File: config.mk
export PLATFORM = sky130hd
export DESIGN_NAME = cv32e40p_glitch_alarm_ctrl
export DESIGN_NICKNAME = d
export VERILOG_FILES = /design/src/rtl/cv32e40p_glitch_alarm_ctrl.sv
export SDC_FILE = /design/constraint.sdc
export NUM_CORES = 1
export LEC_CHECK = 0
export BUFFER_PORTS_ARGS = -buffer_cell sky130_fd_sc_hd__buf_4
export CORE_MARGIN = 2
export CORE_UTILIZATION = 55
export CTS_BUF_LIST = sky130_fd_sc_hd__clkbuf_16
export DETAILED_ROUTE_END_ITERATION = 7
export GPL_ROUTABILITY_DRIVEN = 1
export PLACE_DENSITY = 0.77
export SLEW_MARGIN = 20
export SYNTH_ARGS = -nofsm -noshare
export SYNTH_HDL_FRONTEND = slang
export SYNTH_SLANG_ARGS = --single-unit
File: constraint.sdc
create_clock -name clk -period 4.8 [get_ports clk]
set_input_delay 0.96 -clock clk [delete_from_list [all_inputs] [get_ports clk]]
set_output_delay 0.96 -clock clk [all_outputs]
set_load 0.01 [all_outputs]
File: src/rtl/cv32e40p_glitch_alarm_ctrl.sv
// Glitch-sensor alarm responder: per-sensor input stage and sticky flags, threshold-in-window
// filter, halt req/ack handshake, incident counting and terminal lockdown.

module cv32e40p_glitch_alarm_sensor (
  input  logic clk,
  input  logic rst,
  input  logic alarm,
  input  logic en,
  input  logic clr,
  output logic alarm_q,
  output logic status
);

  // Set wins over a software clear landing in the same cycle.
  always_ff @(posedge clk) begin
    if (rst) begin
      alarm_q <= 1'b0;
      status  <= 1'b0;
    end else begin
      alarm_q <= alarm & en;
      if (alarm_q)  status <= 1'b1;
      else if (clr) status <= 1'b0;
    end
  end

endmodule

module cv32e40p_glitch_alarm_ctrl #(
  parameter int NUM_SENSORS   = 3,
  parameter int THRESHOLD     = 2,
  parameter int WINDOW        = 16,
  parameter int HOLD_CYCLES   = 8,
  parameter int MAX_INCIDENTS = 4
) (
  input  logic                   clk,
  input  logic                   rst,
  input  logic [NUM_SENSORS-1:0] alarm_i,
  input  logic [NUM_SENSORS-1:0] sensor_en_i,
  input  logic                   halt_ack_i,
  input  logic                   clear_i,
  output logic                   halt_req_o,
  output logic                   lockdown_o,
  output logic                   alarm_latched_o,
  output logic [NUM_SENSORS-1:0] sensor_status_o,
  output logic [7:0]             incident_cnt_o
);

  typedef enum logic [2:0] {
    IDLE   = 3'd0,
    ARMED  = 3'd1,
    REQ    = 3'd2,
    HALTED = 3'd3,
    HOLD   = 3'd4,
    LOCK   = 3'd5
  } state_e;

  localparam logic [3:0] THR     = 4'(THRESHOLD);
  // The opening IDLE cycle is already part of the window, so ARMED runs WINDOW-1 cycles.
  localparam logic [7:0] WIN_LD  = 8'(WINDOW - 2);
  localparam logic [7:0] HOLD_LD = 8'(HOLD_CYCLES - 1);
  localparam logic [7:0] MAX_I   = 8'(MAX_INCIDENTS);

  state_e                 state_q, state_d;
  logic [3:0]             ev_cnt_q, ev_cnt_d, ev_inc;
  logic [7:0]             win_cnt_q, win_cnt_d;
  logic [7:0]             hold_cnt_q, hold_cnt_d;
  logic [7:0]             inc_cnt_q, inc_cnt_d, inc_sat;
  logic [NUM_SENSORS-1:0] alarm_q, status_q;
  logic                   evt, status_clr, trigger;

  assign evt        = |alarm_q;
  assign status_clr = (state_q == HALTED) && clear_i;
  assign ev_inc     = ev_cnt_q + 4'd1;
  assign inc_sat    = (inc_cnt_q == 8'hFF) ? 8'hFF : inc_cnt_q + 8'd1;

  for (genvar i = 0; i < NUM_SENSORS; i++) begin : g_sensor
    cv32e40p_glitch_alarm_sensor u_sensor (
      .clk     (clk),
      .rst     (rst),
      .alarm   (alarm_i[i]),
      .en      (sensor_en_i[i]),
      .clr     (status_clr),
      .alarm_q (alarm_q[i]),
      .status  (status_q[i])
    );
  end

  always_ff @(posedge clk) begin
    if (rst) begin
      state_q    <= IDLE;
      ev_cnt_q   <= '0;
      win_cnt_q  <= '0;
      hold_cnt_q <= '0;
      inc_cnt_q  <= '0;
    end else begin
      state_q    <= state_d;
      ev_cnt_q   <= ev_cnt_d;
      win_cnt_q  <= win_cnt_d;
      hold_cnt_q <= hold_cnt_d;
      inc_cnt_q  <= inc_cnt_d;
    end
  end

  always_comb begin
    state_d    = state_q;
    ev_cnt_d   = ev_cnt_q;
    win_cnt_d  = win_cnt_q;
    hold_cnt_d = hold_cnt_q;
    inc_cnt_d  = inc_cnt_q;
    trigger    = 1'b0;
    case (state_q)
      IDLE: begin
        if (evt) begin
          if (THR == 4'd1) trigger = 1'b1;
          else begin
            state_d   = ARMED;
            ev_cnt_d  = 4'd1;
            win_cnt_d = WIN_LD;
          end
        end
      end
      ARMED: begin
        if (evt && (ev_inc >= THR)) trigger = 1'b1;
        else if (win_cnt_q == 8'd0) begin
          state_d  = IDLE;
          ev_cnt_d = 4'd0;
        end else begin
          win_cnt_d = win_cnt_q - 8'd1;
          if (evt) ev_cnt_d = ev_inc;
        end
      end
      REQ:    if (halt_ack_i) state_d = HALTED;
      HALTED: begin
        if (clear_i) begin
          state_d    = HOLD;
          hold_cnt_d = HOLD_LD;
        end
      end
      HOLD: begin
        if (hold_cnt_q == 8'd0) state_d = IDLE;
        else                    hold_cnt_d = hold_cnt_q - 8'd1;
      end
      LOCK:    ;
      default: state_d = IDLE;
    endcase
    if (trigger) begin
      inc_cnt_d = inc_sat;
      ev_cnt_d  = 4'd0;
      win_cnt_d = 8'd0;
      state_d   = (inc_sat >= MAX_I) ? LOCK : REQ;
    end
  end

  always_comb begin
    halt_req_o = 1'b0;
    lockdown_o = 1'b0;
    case (state_q)
      REQ, HALTED: halt_req_o = 1'b1;
      LOCK: begin
        halt_req_o = 1'b1;
        lockdown_o = 1'b1;
      end
      default: ;
    endcase
  end

  assign sensor_status_o = status_q;
  assign alarm_latched_o = |status_q;
  assign incident_cnt_o  = inc_cnt_q;

endmodule
---- Yosys cells after proc, flatten, opt, wreduce, memory -nomap -nowiden ----
Index checks and enable logic that the tools add are counted.
W data, S select, Z words.
word-level totals
  input bits .............................. 10
  bits in registers ....................... 37
  output and inout port bits .............. 14
operators by class
  add/subtract/negate cells ............... 4
  $lt $le $gt $ge ......................... 2
  muxes and demuxes ....................... 30
  bitwise logic cells ..................... 3
  equality and inequality tests ........... 19
  reductions and logical operators ........ 18
operators by type and width
  operator               number
  $mux W8                6
  $pmux W8 S2            2
  $mux W3                8
  $ne A3 B3 Y1 const B   7
  $pmux W3 S6            1
  $logic_not A8 Y1       2
  $mux W4                4
  $sub A8 B1 Y8 const B  2
  $ne A2 B2 Y1 const B   6
  $reduce_bool A2 Y1     5
  $reduce_or A3 Y1       3
  $add A8 B1 Y8 const B  1
  $eq A8 B8 Y1 const B   1
  $ge A8 B3 Y1 const B   1
  $mux W1                8
  $pmux W4 S2            1
  $reduce_and A4 Y1      2
  $reduce_and A7 Y1      1
  $eq A3 B2 Y1 const B   2
  $eq A3 B3 Y1 const B   2
  $add A4 B1 Y4 const B  1
  $ge A4 B2 Y1 const B   1
  $and A1 B1 Y1          3
  $eq A3 B1 Y1 const B   1
  4 further kinds        5

---- Depth between registers and ports, before layout ----
Gate-level depths: netlist (run 1).
  word-level depth ........................ 7
  gate-level depth with buffers ........... 9

---- By module ----
A second synthesis (run 1) with hierarchy kept.
second synthesis, totals
  cell total of the unflattened synthesis .. 225
  area, all modules ....................... 1,960.6 um2
modules (own cells, without submodules)
  module                        times used  cells an instance  area each (um2)
  cv32e40p_glitch_alarm_ctrl    1           204                1,761.7
  cv32e40p_glitch_alarm_sensor  3           7                  66.3

---- Worst setup path before layout (run 1) ----
No wires, ideal clock.
  path type ............................... reg-to-output
  start ................................... reg state_q[2]
  end ..................................... out halt_req_o
  slack ................................... 2.836 ns
  cell stages (with the launch flop) ...... 4
  required time ........................... 3.840 ns
  arrival ................................. 1.004 ns
  buffers on the path ..................... 0
  cell sequence ........................... dfxtp_1 > nor2b_1 > and2_1 > nand2b_1
between the ends
  cells in the longest elaborated chain, start to end .. 3
  elaborated cells on any way between the ends .. 5
RTL lines
  item                                                 RTL line  RTL
  start: declaration                                   63        state_e state_q, state_d;
  start signal: assignment                             96        state_q <= state_d;
  $eq A3 B2 Y1 / $eq A3 B3 Y1 (equally long branches)  157       case (state_q)
  $reduce_or A3 Y1 (no source line) *                  -
  $mux W1 *                                            157
  end: declaration                                     41        output logic halt_req_o,
Every way passes the cells marked *; elsewhere a longest branch is shown, timed or not.

---- Worst setup path in the final report (run 1) ----
Ends and elaborated chain as after synthesis.

==> results by group, run 1 <==
Run status
  – Status: completed

Die
  – Die area: 0.004102 sq mm
  – Initial core utilization: 0.5851
  – Die width: 64.05 um
  – Core area: 0.003390 sq mm
  – Die span in y: 64.05 um
  – Row count: 21
  – Io pins: 24

Critical path
  – Crit path max-delay family: simple AND/OR/NAND/NOR gates
  – FF-to-FF Start: ev_cnt_q[0]
  – CP cell instances: nor2b_1, and2_1, nand2b_1, buf_4
  – Buf+Inv Stages, Crit Path: 1
  – Critical path type: reg2out
  – Crit Path Max Fanout: 8
  – CP Capture Type: output pin
  – Startpoint types: flip-flop
  – End of the worst register-to-register path: incident_cnt_o[4]
  – WP data arrival: 1400 ps
  – Worst Setup SP: state_q[2]
  – Critical-path top delay cell: dfxtp_1
  – FF-to-FF setup slack: 2610 ps
  – Max stage delay on crit path: 440 ps
  – Data required, critical path: approximately 3800 ps
  – Cell count of the worst reg-to-reg path: 7

Timing
  – Minimum clock period: 2358 ps
  – Setup violations, final: 0
  – Unrepaired setup endpoints after global routing: false
  – Fin Setup TNS: 0 ps
  – Worst-margin pin slew: 645.2 ps
  – Maximum clock frequency: roughly 0.42 GHz
  – Clock Skews: 6.561 ps
  – Ratio of final minimum period to clock period: 0.4913
  – Slew Viols, Final: 0
  – Final hold violation count: 0
  – Slew HR: 0.5662

Synthesis
  – Syn Area/Cell: 8.585 sq um
  – Netlist cell types: 53
  – Syn Nets: 247
  – Post-synthesis cell count: 231
  – Yosys Warn Count: 0
  – Synthesized flop and latch total: 37
  – Register area share after synthesis: 0.3735
  – Most common flop cell mapped by yosys: dfxtp_1
  – Mapped Area: ~0.002 sq mm
  – EDFF count, synth: 0
  – Asr flop ratio synth: 0

Clock tree
  – CTS buffer count: 5
  – Clock transition at path regs: approximately 60 ps
  – Worst-Skew Late Latency: 280 ps
  – Clock sinks: 37
  – CTS resizes: 0
  – H-tree Lvls: 2
  – CTS tree: done
  – Clk root buf: clkbuf_16
  – Bufs on Longest Clock Path: 2
  – # Post-CTS Setup Buffers: 0
  – Post-cts hold buffer count: 0

Detailed routing
  – Post-route ant nets: 0
  – Vias per cell: 5.567
  – DRC: 0
  – Vias: 1,659
  – Initial DRC count: 128
  – Post-Route WL: 4108 um
  – WL/cell: 13.79 um
  – 1st-pass router iterations: 4

GRT
  – Largest net degree at the start of global routing: 26
  – Initial antenna violation count: 0
  – Remaining global-route overflow: 0
  – First-pass GRT wire length: 7258 um
  – Global Route Usage Sum: 0.2279
  – Vias in the first global route: around 1,600

Hold path
  – Class of the worst hold path: reg2reg
  – Hold EP: ev_cnt_q[3]
  – Hold path depth: 1
  – Hold_sp: ev_cnt_q[3]

Run
  – Max Cap Violations: 0

Pwr
  – Total Power: 1.303 mW
  – PwrDens: around 570 mW/mm^2
  – Leak: ~0.89 nW
  – Worst vdd ir: 272.0 uV

Place
  – HPWL Detailed: 2823 um
  – Dpl cell area: roughly 0.0021 sq mm
  – RePlAce Congestion: 0.9111
  – Port Buffers: 23

Layout
  – Layout cells sized above 1: 0.1746
  – Diodes inserted: 0
  – Final net count: approximately 270
  – # fillers: 272
  – Final Instance Area: approximately 0.0023 sq mm
  – Area growth syn-to-layout: 15.39%
## report_power, final
part           switching [mW]  total (mW)  internal (mW)
Clock                   0.116       0.305          0.188
Combinational           0.288       0.536          0.248
Sequential             0.0898       0.463          0.373
Total                   0.494        1.30          0.809
## final cells by class
cell class | instances | area (sq um) | area share
Clock inverter | 3 | 13.76 | 0.006014
Sequential cell | 37 | 740.7 | 0.3237
Tap cell | 46 | 57.56 | 0.02515
Timing Repair Buffer | 23 | 172.7 | 0.07545
Inverter | 9 | 33.78 | 0.01476
Clock buffer | 5 | 125.1 | 0.05467
Multi-Input combinational cell | 175 | 1145 | 0.5003
## cells by family (layout without fill, tap and decap cells)
family | after synthesis | count (layout) | share of synthesized area
AO/OA/AOI/OAI | 46 | 46 | 0.1779
XOR/XNOR | 11 | 11 | 0.04858
adder cells (fa/ha/maj) | 6 | 6 | 0.03785
buffers and inverters | 19 | 40 | 0.05173
flip-flops | 37 | 37 | 0.3735
multiplexers | 2 | 2 | 0.01010
AND/OR/NAND/NOR | 110 | 110 | 0.3003
## metal layers
layer / global-route usage / vias to the layer above / wire, um
met5: 0 / - / 0
met4: 0.09239 / 0 / 30
met3: 0.06690 / 2 / 162
met2: 0.3620 / 33 / 1887
met1: 0.2882 / 766 / 2028
li1: - / 858 / -
## worst reg2reg max path, stage by stage, from the launching register on
cell     delay (ps)
dfxtp_1         450
ha_1            270
and2b_2         230
o211a_1         160
nor3_2          480
and3_1          270
and3_1          160
nor3_1           50
## stage by stage
| stage | std cells | utilization | hold slack (ps) | setup WS (ps) |
|---|---|---|---|---|
| after CTS | 298 | 0.6737 | 494.7 | 2276 |
| final | 298 | 0.6752 | 492.0 | 2442 |
| after floorplan | 231 | - | 445.9 | 2836 |
| after global placement | 290 | 0.6327 | 471.0 | 2420 |
| after detailed placement | 290 | 0.6327 | 476.2 | 2270 |
| after global routing | 298 | 0.6752 | 514.8 | 2285 |
## cell usage in the layout, fill, tap and decap left out, types with 2 or more instances in the layout
master and n:
nor2_1 39, dfxtp_1 37, buf_4 23, nand2_1 15, a21oi_1 13, inv_1 10, nor3_1 8, and2_1 7
xnor2_1 7, a311oi_1 7, nand3_1 6, a211oi_1 6, ha_1 6, clkbuf_16 5, nand2b_1 4, o21ai_0 4
xor2_1 4, or3_1 3, nand4_1 3, nor4_1 3, o21a_1 3, nor2b_1 2, mux2i_1 2, nor3b_1 2
a211oi_2 2, or2_1 2, nor4b_2 2, and3_1 2, clkinv_2 2
## synthesized netlist by cell type (all sizes together), types with 7 or more instances
cell,n,share of area
dfxtp,37,0.37
nor3,9,0.023
and2,7,0.022
xnor2,7,0.031
nor2,39,0.074
a311oi,7,0.031
a211oi,9,0.045
a21oi,13,0.033
inv,9,0.017
nand2,16,0.032
## state kept, by name, indices dropped and copies added (netlist names)
register,count
g_sensor.u_sensor.alarm_q,3
g_sensor.u_sensor.status,3
win_cnt_q,8
state_q,3
hold_cnt_q,8
incident_cnt_o,8
ev_cnt_q,4
## worst max path at each step
stage                                    to  slack, ps  cells after the start
after floorplan                  halt_req_o       2840                      3
after global placement    incident_cnt_o[4]       2420                      7
after detailed placement  incident_cnt_o[4]       2270                      7
after CTS                 incident_cnt_o[4]       2280                      7
after global routing             halt_req_o       2280                      4
final                            halt_req_o       2440                      4
Power figures use the tool's default switching activity.
==> run 2, diff against run 1 <==
Settings changed: CORE_UTILIZATION 55 to 52, PLACE_DENSITY 0.77 to 0.76.
Clock period 4.8 ns to 2 ns, I/O delays scaled along.
==> run 2 against run 1 <==
Compared with the run above: hold slack worse by 160 ps; worst setup slack worse by 2400 ps; largest cell class unchanged; power grew to 2.7 times the previous value; clock skew is 2.9 ps lower; sequential cell count stayed put; cell area is 7.0% higher; critical path depth is 4 higher; largest power group unchanged; non-clock buffer count is 14 higher; wire length is 7.8% higher; highest routed layer unchanged.
==> results by group, run 2 (synthesized netlist as in run 1, its figures left out) <==
Detailed routing
  – DRC: 0 (unchanged)
  – Initial DRC count: 77 (-40%)
  – Vias per cell: 5.535 (-0.58%)
  – Vias: 1,738 (+4.8%)
  – 1st-pass router iterations: 4 (unchanged)
  – Post-route ant nets: 0 (unchanged)
  – Post-Route WL: 4428 um (+7.8%)
  – WL/cell: 14.10 um (+2.3%)

Timing
  – Slew Viols, Final: 0 (unchanged)
  – Final setup margin: 49.12 ps (-2392 ps)
  – Minimum clock period: 1951 ps
  – Worst-margin pin slew: 568.8 ps (-76.39 ps)
  – Clock Skews: 3.677 ps (-2.884 ps)
  – Ratio of final minimum period to clock period: 0.9754
  – Maximum clock frequency: 0.5126 GHz
  – Unrepaired setup endpoints after global routing: true
  – Worst hold slack: 331.3 ps (-160.8 ps)
  – Slew HR: 0.6179 (+0.05168)
  – Setup violations, final: 0 (unchanged)
  – Fin Setup TNS: 0 ps (unchanged)
  – Final hold violation count: 0 (unchanged)

Die
  – Core area: 0.003661 sq mm (+8.0%)
  – Die area: 0.004324 sq mm (+5.4%)
  – Die span in y: 65.76 um (+2.7%)
  – Die width: 65.76 um (+2.7%)
  – Initial core utilization: 0.5417 (-0.04339)
  – Io pins: 24 (unchanged)
  – Row count: 22 (+4.8%)

Pwr
  – Reg power frac: 0.317 (-0.038)
  – Leak: 0.9677 nW (+9.3%)
  – Gate power share: 0.469 (+0.058)
  – Switching Power: 1.317 mW (+170%)
  – Worst vdd ir: 728.0 uV (+170%)
  – Sw frac: 0.3784 (-0.0009038)
  – Internal: 2.163 mW (+170%)
  – PwrDens: 1421 mW/mm^2 (+150%)
  – Total Power: 3.480 mW (+170%)
  – Clk pwr share: 0.214 (-0.020)

GRT
  – Initial antenna violation count: 0 (unchanged)
  – Global Route Usage Sum: 0.2192 (-0.008765)
  – First-pass GRT wire length: 7300 um (+0.58%)
  – Remaining global-route overflow: 0 (unchanged)
  – Largest net degree at the start of global routing: 26 (unchanged)
  – Vias in the first global route: 1,617 (+0.12%)

Critical path
  – FF-to-FF setup slack: 50 ps (-2560 ps)
  – Crit Path Max Fanout: 4 (-4)
  – CP Capture Type: flip-flop
  – Critical path type: reg2reg
  – Data required, critical path: 2190 ps (-1650 ps)
  – WP data arrival: 2140 ps (+740 ps)
  – Startpoint types: flip-flop

Layout
  – Area growth syn-to-layout: 23.47%
  – Layout Utilization: 0.6688 (-0.006326)
  – Register area: 744.5 sq um (+0.51%)
  – Footprint of the multi-input gates: 0.001196 sq mm (+4.5%)
  – Layout cells sized above 1: 0.2556 (+0.08104)
  – Most frequent cells in the layout: 39 x nor2_1, 36 x buf_4, 34 x dfxtp_1
  – Final Non-Filler Cells: 314 (+5.4%)
  – Final Instance Area: 0.002449 sq mm (+7.0%)
  – Final net count: 281 (+5.2%)
  – Diodes inserted: 0 (unchanged)
  – # fillers: 304 (+12%)
  – Most common cell after layout, fill and taps aside: nor2_1

Place
  – HPWL Detailed: 2977 um (+5.4%)
  – Pre-CTS setup slack: 66.84 ps (-2203 ps)
  – DP Cell Count: 301 (+3.8%)
  – Port Buffers: 23 (unchanged)
  – Dpl cell area: 0.002215 sq mm (+3.3%)
  – RePlAce Congestion: 0.7881 (-14%)

Clock tree
  – CTS buffer count: 5 (unchanged)
  – Clock transition at path regs: 50 ps (about the same)
  – Worst-Skew Late Latency: 280 ps (about the same)
  – CTS tree: done
  – Clock sinks: 37 (unchanged)
  – Clk root buf: clkbuf_16
  – Bufs on Longest Clock Path: 2 (unchanged)
  – H-tree Lvls: 2 (unchanged)

Run status
  – Status: completed

Hold path
  – Class of the worst hold path: in2reg

Run
  – Max Cap Violations: 0 (unchanged)
## run 2: power groups by stage
stage	clock (mW)	sequential, mW	combinational (mW)
6_report	0.746	1.10	1.63
4_1_cts	0.753	1.08	1.44
3_5_place_dp	0	1.09	1.42
2_1_floorplan	0	1.06	1.08
5_1_grt	0.796	1.13	1.79
3_3_place_gp	0	1.09	1.39
## run 2: worst paths after layout
path,startpoint,endpoint,cells after the start
max,win_cnt_q[1],state_q[2],8
min,sensor_en_i[0],g_sensor[0].u_sensor.alarm_q,3
max reg2reg,win_cnt_q[1],state_q[2],8
min reg2reg,ev_cnt_q[1],ev_cnt_q[1],2
## run 2: repair_timing
action,4_1_cts,5_1_grt
hold endpoints to repair,0,0
buffers inserted,0,4
resized for setup,0,15
hold buffers,0,0
setup endpoints to repair,0,11
## run 2: final cells by class
| class | count | area share |
|---|---|---|
| clock buffers | 5 | 0.05110 |
| clock inverters | 3 | 0.005621 |
| inverters | 9 | 0.01380 |
| multi-input cells | 175 | 0.4885 |
| flip-flops and latches | 37 | 0.3040 |
| well taps | 48 | 0.02453 |
| repair buffers | 37 | 0.1124 |
## run 2: layer usage
layer	global-route usage	part of all wire
met5	0	0
met4	0.07813	0.021
met3	0.05822	0.040
met2	0.3485	0.49
met1	0.2851	0.45
## run 2: critical path, stage by stage (launching register included)
cell,delay [ps]
dfxtp_2,330
inv_2,60
ha_4,130
or2b_4,280
nor4_4,350
a211oi_4,90
a211oi_4,310
nor2_1,110
a311oi_1,210
